==> src/rtl/fetch_queue.sv <==
// rtl/fetch_queue.sv - in-order instruction fetch queue with redirect flush; FETCH_QUEUE_BYPASS_EN enables same-cycle response bypass
module fetch_queue #(
    parameter int          DEPTH    = 4,
    parameter logic [63:0] RESET_PC = 64'h0
) (
    input  logic        clk,
    input  logic        rst,
    output logic        req_valid,
    input  logic        req_ready,
    output logic [63:0] req_addr,
    input  logic        rsp_valid,
    input  logic [31:0] rsp_data,
    output logic        out_valid,
    input  logic        out_ready,
    output logic [31:0] out_instr,
    output logic [63:0] out_pc,
    input  logic        redirect,
    input  logic [63:0] redirect_pc
);

    localparam int PW = $clog2(DEPTH);
    localparam int CW = PW + 1;
    localparam logic [CW-1:0] C_ONE   = 1;
    localparam logic [CW-1:0] C_ZERO  = 0;
    localparam logic [CW-1:0] C_DEPTH = CW'(DEPTH);
    localparam logic [PW-1:0] P_ONE   = 1;

    logic [63:0]   fpc_q, fpc_d;
    logic [63:0]   rpc_q, rpc_d;
    logic [CW-1:0] count_q, count_d;
    logic [CW-1:0] inflight_q, inflight_d;
    logic [CW-1:0] drop_q, drop_d;
    logic          started_q, started_d;
    logic [PW-1:0] wr_ptr_q, wr_ptr_d;
    logic [PW-1:0] rd_ptr_q, rd_ptr_d;
    logic [31:0]   instr_mem_q [DEPTH];
    logic [63:0]   pc_mem_q    [DEPTH];

    logic req_hs;
    logic rsp_ok;
    logic rsp_accept;
    logic bypass;
    logic bypass_take;
    logic push;
    logic pop;

    // Credit check: queue slots plus outstanding requests never exceed DEPTH,
    // so a non-back-pressurable response always has a slot waiting for it.
    assign req_valid = started_q &&
                       (({1'b0, count_q} + {1'b0, inflight_q}) < {1'b0, C_DEPTH});
    assign req_addr  = fpc_q;

`ifdef FETCH_QUEUE_BYPASS_EN
    assign bypass = rsp_ok && (count_q == C_ZERO) && (drop_q == C_ZERO) && !redirect;
`else
    assign bypass = 1'b0;
`endif

    assign out_valid = (count_q != C_ZERO) || bypass;
    assign out_instr = bypass ? rsp_data : instr_mem_q[rd_ptr_q];
    assign out_pc    = bypass ? rpc_q    : pc_mem_q[rd_ptr_q];

    // Next-state: request/response bookkeeping, then redirect overrides everything.
    always_comb begin
        req_hs      = req_valid && req_ready;
        rsp_ok      = rsp_valid && (inflight_q != C_ZERO);
        rsp_accept  = rsp_ok && !redirect && (drop_q == C_ZERO);
        bypass_take = bypass && out_ready;
        push        = rsp_accept && !bypass_take;
        pop         = (count_q != C_ZERO) && out_ready;

        started_d  = 1'b1;
        fpc_d      = req_hs ? fpc_q + 64'd4 : fpc_q;
        rpc_d      = rsp_accept ? rpc_q + 64'd4 : rpc_q;
        inflight_d = inflight_q + (req_hs ? C_ONE : C_ZERO) - (rsp_ok ? C_ONE : C_ZERO);
        drop_d     = (rsp_ok && (drop_q != C_ZERO)) ? drop_q - C_ONE : drop_q;
        count_d    = count_q + (push ? C_ONE : C_ZERO) - (pop ? C_ONE : C_ZERO);
        wr_ptr_d   = push ? wr_ptr_q + P_ONE : wr_ptr_q;
        rd_ptr_d   = pop  ? rd_ptr_q + P_ONE : rd_ptr_q;

        if (redirect) begin
            fpc_d    = {redirect_pc[63:2], 2'b00};
            rpc_d    = {redirect_pc[63:2], 2'b00};
            drop_d   = inflight_d;
            count_d  = C_ZERO;
            wr_ptr_d = '0;
            rd_ptr_d = '0;
        end
    end

    // State registers and queue storage.
    always_ff @(posedge clk or negedge rst) begin
        if (!rst) begin
            fpc_q      <= RESET_PC;
            rpc_q      <= RESET_PC;
            count_q    <= C_ZERO;
            inflight_q <= C_ZERO;
            drop_q     <= C_ZERO;
            started_q  <= 1'b0;
            wr_ptr_q   <= '0;
            rd_ptr_q   <= '0;
            for (int i = 0; i < DEPTH; i++) begin
                instr_mem_q[i] <= 32'h0;
                pc_mem_q[i]    <= RESET_PC;
            end
        end else begin
            fpc_q      <= fpc_d;
            rpc_q      <= rpc_d;
            count_q    <= count_d;
            inflight_q <= inflight_d;
            drop_q     <= drop_d;
            started_q  <= started_d;
            wr_ptr_q   <= wr_ptr_d;
            rd_ptr_q   <= rd_ptr_d;
            if (push) begin
                instr_mem_q[wr_ptr_q] <= rsp_data;
                pc_mem_q[wr_ptr_q]    <= rpc_q;
            end
        end
    end

endmodule

==> config.mk <==
export PLATFORM = sky130hd
export DESIGN_NAME = fetch_queue
export DESIGN_NICKNAME = d
export VERILOG_FILES = /design/src/rtl/fetch_queue.sv
export SDC_FILE = /design/constraint.sdc
export NUM_CORES = 1
export LEC_CHECK = 0
export ABC_AREA = 1
export BUFFER_PORTS_ARGS = -buffer_cell sky130_fd_sc_hd__buf_2
export CORE_ASPECT_RATIO = 0.9
export CORE_MARGIN = 4
export CORE_UTILIZATION = 44
export DETAILED_ROUTE_END_ITERATION = 8
export PLACE_DENSITY = 0.69
export SLEW_MARGIN = 20
export SYNTH_ARGS = -nofsm -noshare
export SYNTH_HDL_FRONTEND = slang
export SYNTH_SLANG_ARGS = --single-unit
==> constraint.sdc <==
create_clock -name clk -period 4.28 [get_ports clk]
set_clock_uncertainty 0.1 [all_clocks]
set_input_delay 0.428 -clock clk [delete_from_list [all_inputs] [get_ports clk]]
set_output_delay 0.428 -clock clk [all_outputs]
set_load 0.02 [all_outputs]
After elaboration in Yosys (flattened, before gate mapping):

Cells that the tools add are included.

* add/sub/neg operators: 10
* magnitude comparators: 4
* multiplexer cells: 27
* bitwise operators: 2
* reductions and logical operators: 17

Operator list (count)
* $mux W64: 7
* $bwmux W256: 1
* $add A64 B3 Y64 const B: 2
* $bmux W64 S2: 1
* $bwmux W128: 1
* $demux W64 S2: 1
* $mux W32: 3
* $bmux W32 S2: 1
* $demux W32 S2: 1
* $mux W3: 3
* $reduce_bool A3 Y1: 3
* $logic_and A1 B1 Y1: 8
* $mux W2: 4
* $reduce_bool A2 Y1: 4
* $add A3 B1 Y3: 2
* $ge A3 B3 Y1 const B: 2
* $not A2 Y3: 2
* $sub A3 B1 Y3: 2
* $add A2 B1 Y2 const B: 2
* $add A3 B3 Y4: 1
* $lt A4 B3 Y1 const B: 1
* $mux W1: 4
* $logic_not A3 Y1: 1
* $lt A3 B1 Y1 const B: 1
* other kinds (2): 2

* bits in registers: 526
* input port bits: 102
* output and inout bits: 162
* word-level logic and storage cells: 76

Longest topological paths before layout:

* word-level depth: 8
* gate-level depth with buffers: 14
* mapped depth without buffers: 14

Least setup slack after synthesis:

Ideal clock, no wire load.

* path type: register -> register
* start point: register count_q[2]
* end point: register drop_q[2]
* setup time: 0.130 ns
* data arrival time: 2.600 ns
* data required time: 4.050 ns
* setup slack: 1.450 ns
* stages on the path, launching flop included: 15
* path buffers: 0
* clock period less this slack: 2.830 ns
* cell sequence: dfrtp_1 ha_1 nor2_1 nand3_1 nor2_1 nand2_1 ha_1 inv_1 ha_1 inv_1 fa_1 xor2_1 inv_1 o21ai_0 a31oi_1

* cells in the longest elaborated chain, start to end: 8

RTL lines
* start, declared: line 30 `logic [CW-1:0] count_q, count_d;`
* start signal, assigned: line 109 `count_q <= count_d;`
* $add A3 B3 Y4: line 50 `(({1'b0, count_q} + {1'b0, inflight_q}) < {1'b0, C_DEPTH});`
* $lt A4 B3 Y1: line 50
* $logic_and A1 B1 Y1: line 49 `assign req_valid = started_q &&`
* net req_valid: line 8 `output logic req_valid,`
* $logic_and A1 B1 Y1: line 65 `req_hs = req_valid && req_ready;`
* $mux W1: line 75 `inflight_d = inflight_q + (req_hs ? C_ONE : C_ZERO) - (rsp_ok ? C_ONE : C_ZERO);`
* $add A3 B1 Y3: line 75
* $sub A3 B1 Y3: line 75
* net inflight_d[2]: line 31 `logic [CW-1:0] inflight_q, inflight_d;`
* $mux W3: line 81 `if (redirect) begin`
* end signal, assigned: line 111 `drop_q <= drop_d;`
* end, declared: line 32 `logic [CW-1:0] drop_q, drop_d;`

The timed path passes the listed nets, and every way through them passes these cells.
A chain may end at the register's enable or synchronous reset.

Worst setup path in the final report:

* start point: register rd_ptr_q[1]
* end point: output out_pc[30]

* cells in the longest elaborated chain, start to end: 4

RTL lines
* start, declared: line 35 `logic [PW-1:0] rd_ptr_q, rd_ptr_d;`
* start signal, assigned: line 114 `rd_ptr_q <= rd_ptr_d;`
* $not A2 Y3 (not written as such): line 61 `assign out_pc = bypass ? rpc_q : pc_mem_q[rd_ptr_q];`
* $bmux W64 S2: line 61
* $mux W64 (not written as such) (2 in a row): line 61
* end, declared: line 16 `output logic [63:0] out_pc,`

No other way between the ends. The select of a mux whose other input is x is not followed.

==> impl_metrics.json <==
{
  "status": "completed",
  "final_area_sq_um": 30200,
  "cts_sinks": 514,
  "syn_area_sq_um": 26200,
  "start_util_pct": 44.7,
  "cp_max_fo": 33,
  "viasPerCell": 5.49,
  "r2r-end": "req_addr[33]$_DFFE_PN0N_",
  "crit_path_start_kind": "flip-flop",
  "cts_root_buf": "clkbuf_16",
  "vias": 22900,
  "path_depth": 5,
  "rsz0062_at_grt": "no",
  "r2r_setup_slack_ps": 870,
  "clkLatencyLatePin_ps": 620,
  "num-fill-cells": 5605,
  "hp-class": "primary input to flip-flop",
  "die_y_um": 240,
  "final_common_cell": "nor2_1",
  "drt-initial-drc-count": 2033,
  "routed_wl_um": 79800,
  "worstPathArrival_ps": 3000,
  "cap_violations": 0,
  "layout_common_cells": "nor2_1, dfrtp_1, nand2_1, o21ai_0, buf_2",
  "wl_per_cell_um": 19.1,
  "track_usage_pct": 24.6,
  "end_kind": "output port",
  "place_congestion": 1.02,
  "hold_path_startpoint": "redirect_pc[31]",
  "crit_family": "buffers and inverters",
  "yosysWarnings": 0,
  "antenna_left": 0,
  "maxSlewHeadroom_pct": 32.6,
  "dp_hpwl_um": 53900,
  "final_util_pct": 51.3,
  "path_cells": "inv_2 -> buf_4 -> o21ai_0 -> o22ai_1 -> buf_2",
  "synth_edf_count": 0,
  "hold_violations": 0,
  "netlist-cell-type-count": 45,
  "core_area_sq_um": 58800,
  "cts_buffers": 53,
  "grt_max_degree": 149,
  "max_freq_mhz": 284,
  "ff2ff_path_depth": 11,
  "dr.pass1.iters": 6,
  "ir_drop_mv": 0.317,
  "r2r-start": "count_q[2]$_DFF_PN0_",
  "worstPathRequired_ps": 3750,
  "dieArea_sq_um": 63600,
  "io_buffers": 257,
  "layout_setup_ws_ps": 755,
  "async_reset_ff_share_pct": 100,
  "worst_pin_slew_ps": 1000,
  "layout_worst_path_cycle_share_pct": 82.4,
  "yosys_most_used_dff": "dfrtp_1",
  "grt_pass1_vias": 21700,
  "synthToLayoutAreaGrowth_pct": 14.9,
  "placed_cell_area_sq_um": 27900,
  "power_density_nw_per_um2": 587,
  "nets": 3474,
  "drive_gt1_share_pct": 15.9,
  "antenna_found_initial": 0,
  "synthCells": 3145,
  "slowest_delay_ps": 690,
  "fin_crit_ps": 3520,
  "finalSetupTns_ps": 0,
  "drc_errors": 0,
  "ys_ff_latch": 514,
  "critPathKind": "flip-flop to output port",
  "grt_pass1_wl_um": 124000,
  "cts_tree": "done",
  "h-tree-depth": 2,
  "leakage_uw": 0.0143,
  "fp-row-count": 84,
  "io_pins": 264,
  "min_to": "rpc_q[31]$_DFFE_PN0N_",
  "cts_max_path_buffers": 3,
  "report.final.slew_viol_count": 0,
  "cp_slowest_cell": "dfrtp_2",
  "setup_viol": 0,
  "syn_avg_cell_area_sq_um": 8.35,
  "cts-hold-fix-buffers": 38,
  "grt_overflow": 0,
  "worst_hold_path.num_cells": 3,
  "clk_pin_slew_ps": 70,
  "critPathBufInv": 3,
  "cts_resized": 0,
  "post_cts_buffers": 0,
  "die_w_um": 265,
  "ys_seq_area_share_pct": 49.0,
  "dp_slack_ps": 988
}
tightest hold or removal path, delay by kind of cell:
family / cells / cell delay (ps)
AO/OA/AOI/OAI: 1 / 80
buffers and inverters: 1 / 120
AND/OR/NAND/NOR: 1 / 90
synthesized netlist by cell type (7+ instances only):
cell / number / area, sq um
nand4_1: 40 / 250
mux2_2: 132 / 1490
mux2_1: 28 / 315
dfrtp_1: 514 / 12900
o221ai_1: 7 / 61.3
a21oi_1: 255 / 1280
xor2_1: 36 / 315
o211ai_1: 37 / 278
nand3_1: 136 / 681
inv_1: 213 / 800
clkbuf_1: 71 / 267
nand2_1: 488 / 1830
buf_2: 22 / 110
nor2_4: 8 / 90.1
o21ai_0: 267 / 1340
o21bai_1: 11 / 82.6
buf_4: 57 / 428
nor3_1: 34 / 170
buf_6: 13 / 146
o22ai_1: 94 / 588
nor2_1: 617 / 2320
ha_1: 14 / 175
per-layer routing:
layer  wire length (um)  up-vias  share of wire (%)  global-route usage [%]
met5                  0        -                  0                       0
met4               2320        0                2.9                    7.62
li1                   -    10900                  -                       -
met1              35300    11000                 44                    35.3
met2              35800      868                 45                    38.5
met3               6380      133                8.0                    4.05
sequential cells by signal (all words and copies together), names as in the netlist:
signal / flops
pc_mem_q: 248
instr_mem_q: 128
req_addr: 62
rpc_q: 62
count_q: 3
drop_q: 3
inflight_q: 3
rd_ptr_q: 2
wr_ptr_q: 2
started_q: 1
power breakdown:
group	switching [uW]	leakage (uW)	total, uW	internal (uW)
combinational	3990	0.00673	6030	2040
sequential	897	0.00671	6830	5930
clock	2070	0.000897	4850	2780
total	6960	0.0143	17700	10800
stage by stage:
step	std cells	total power, uW	hold WS (ps)
detailed placement	4037	12900	369
finish	4173	17700	30.6
global route	4172	18700	27.3
global placement	4037	12800	362
CTS	4172	17800	0.437
floorplan	3148	10600	32.4
kinds of logic after synthesis:
kind of cell | share of synthesized area, %
other | 0.0286
flip-flops | 49.0
buffers and inverters | 6.88
XOR/XNOR | 1.33
multiplexers | 6.86
AO/OA/AOI/OAI | 14.0
AND/OR/NAND/NOR | 21.0
adder cells (fa/ha/maj) | 0.820
cell type report:
class                      count  area, sq um  area share [%]
multi-input combinational   2245        11600            38.4
sequential                   514        12900            42.7
inverter                     218          823            2.73
antenna                        1         2.50         0.00830
tap                          774          968            3.21
clock buffer                  69         1490            4.93
timing repair buffer         324         2070            6.86
clock inverter                28          350            1.16
how the worst max path moves through the flow:
stage	startpoint	slack, ps	end
6_report	rd_ptr_q[1]$_DFFE_PN0P_	760	out_pc[30]
5_1_grt	count_q[1]$_DFF_PN0_	650	req_addr[33]$_DFFE_PN0N_
3_5_place_dp	count_q[2]$_DFF_PN0_	990	req_addr[4]$_DFFE_PN0N_
4_1_cts	rd_ptr_q[1]$_DFFE_PN0P_	750	out_pc[30]
2_1_floorplan	count_q[2]$_DFF_PN0_	1450	drop_q[2]$_DFFE_PN0P_
3_3_place_gp	count_q[2]$_DFF_PN0_	1010	req_addr[34]$_DFFE_PN0N_
Note: power is estimated with default switching activity, not from simulation.
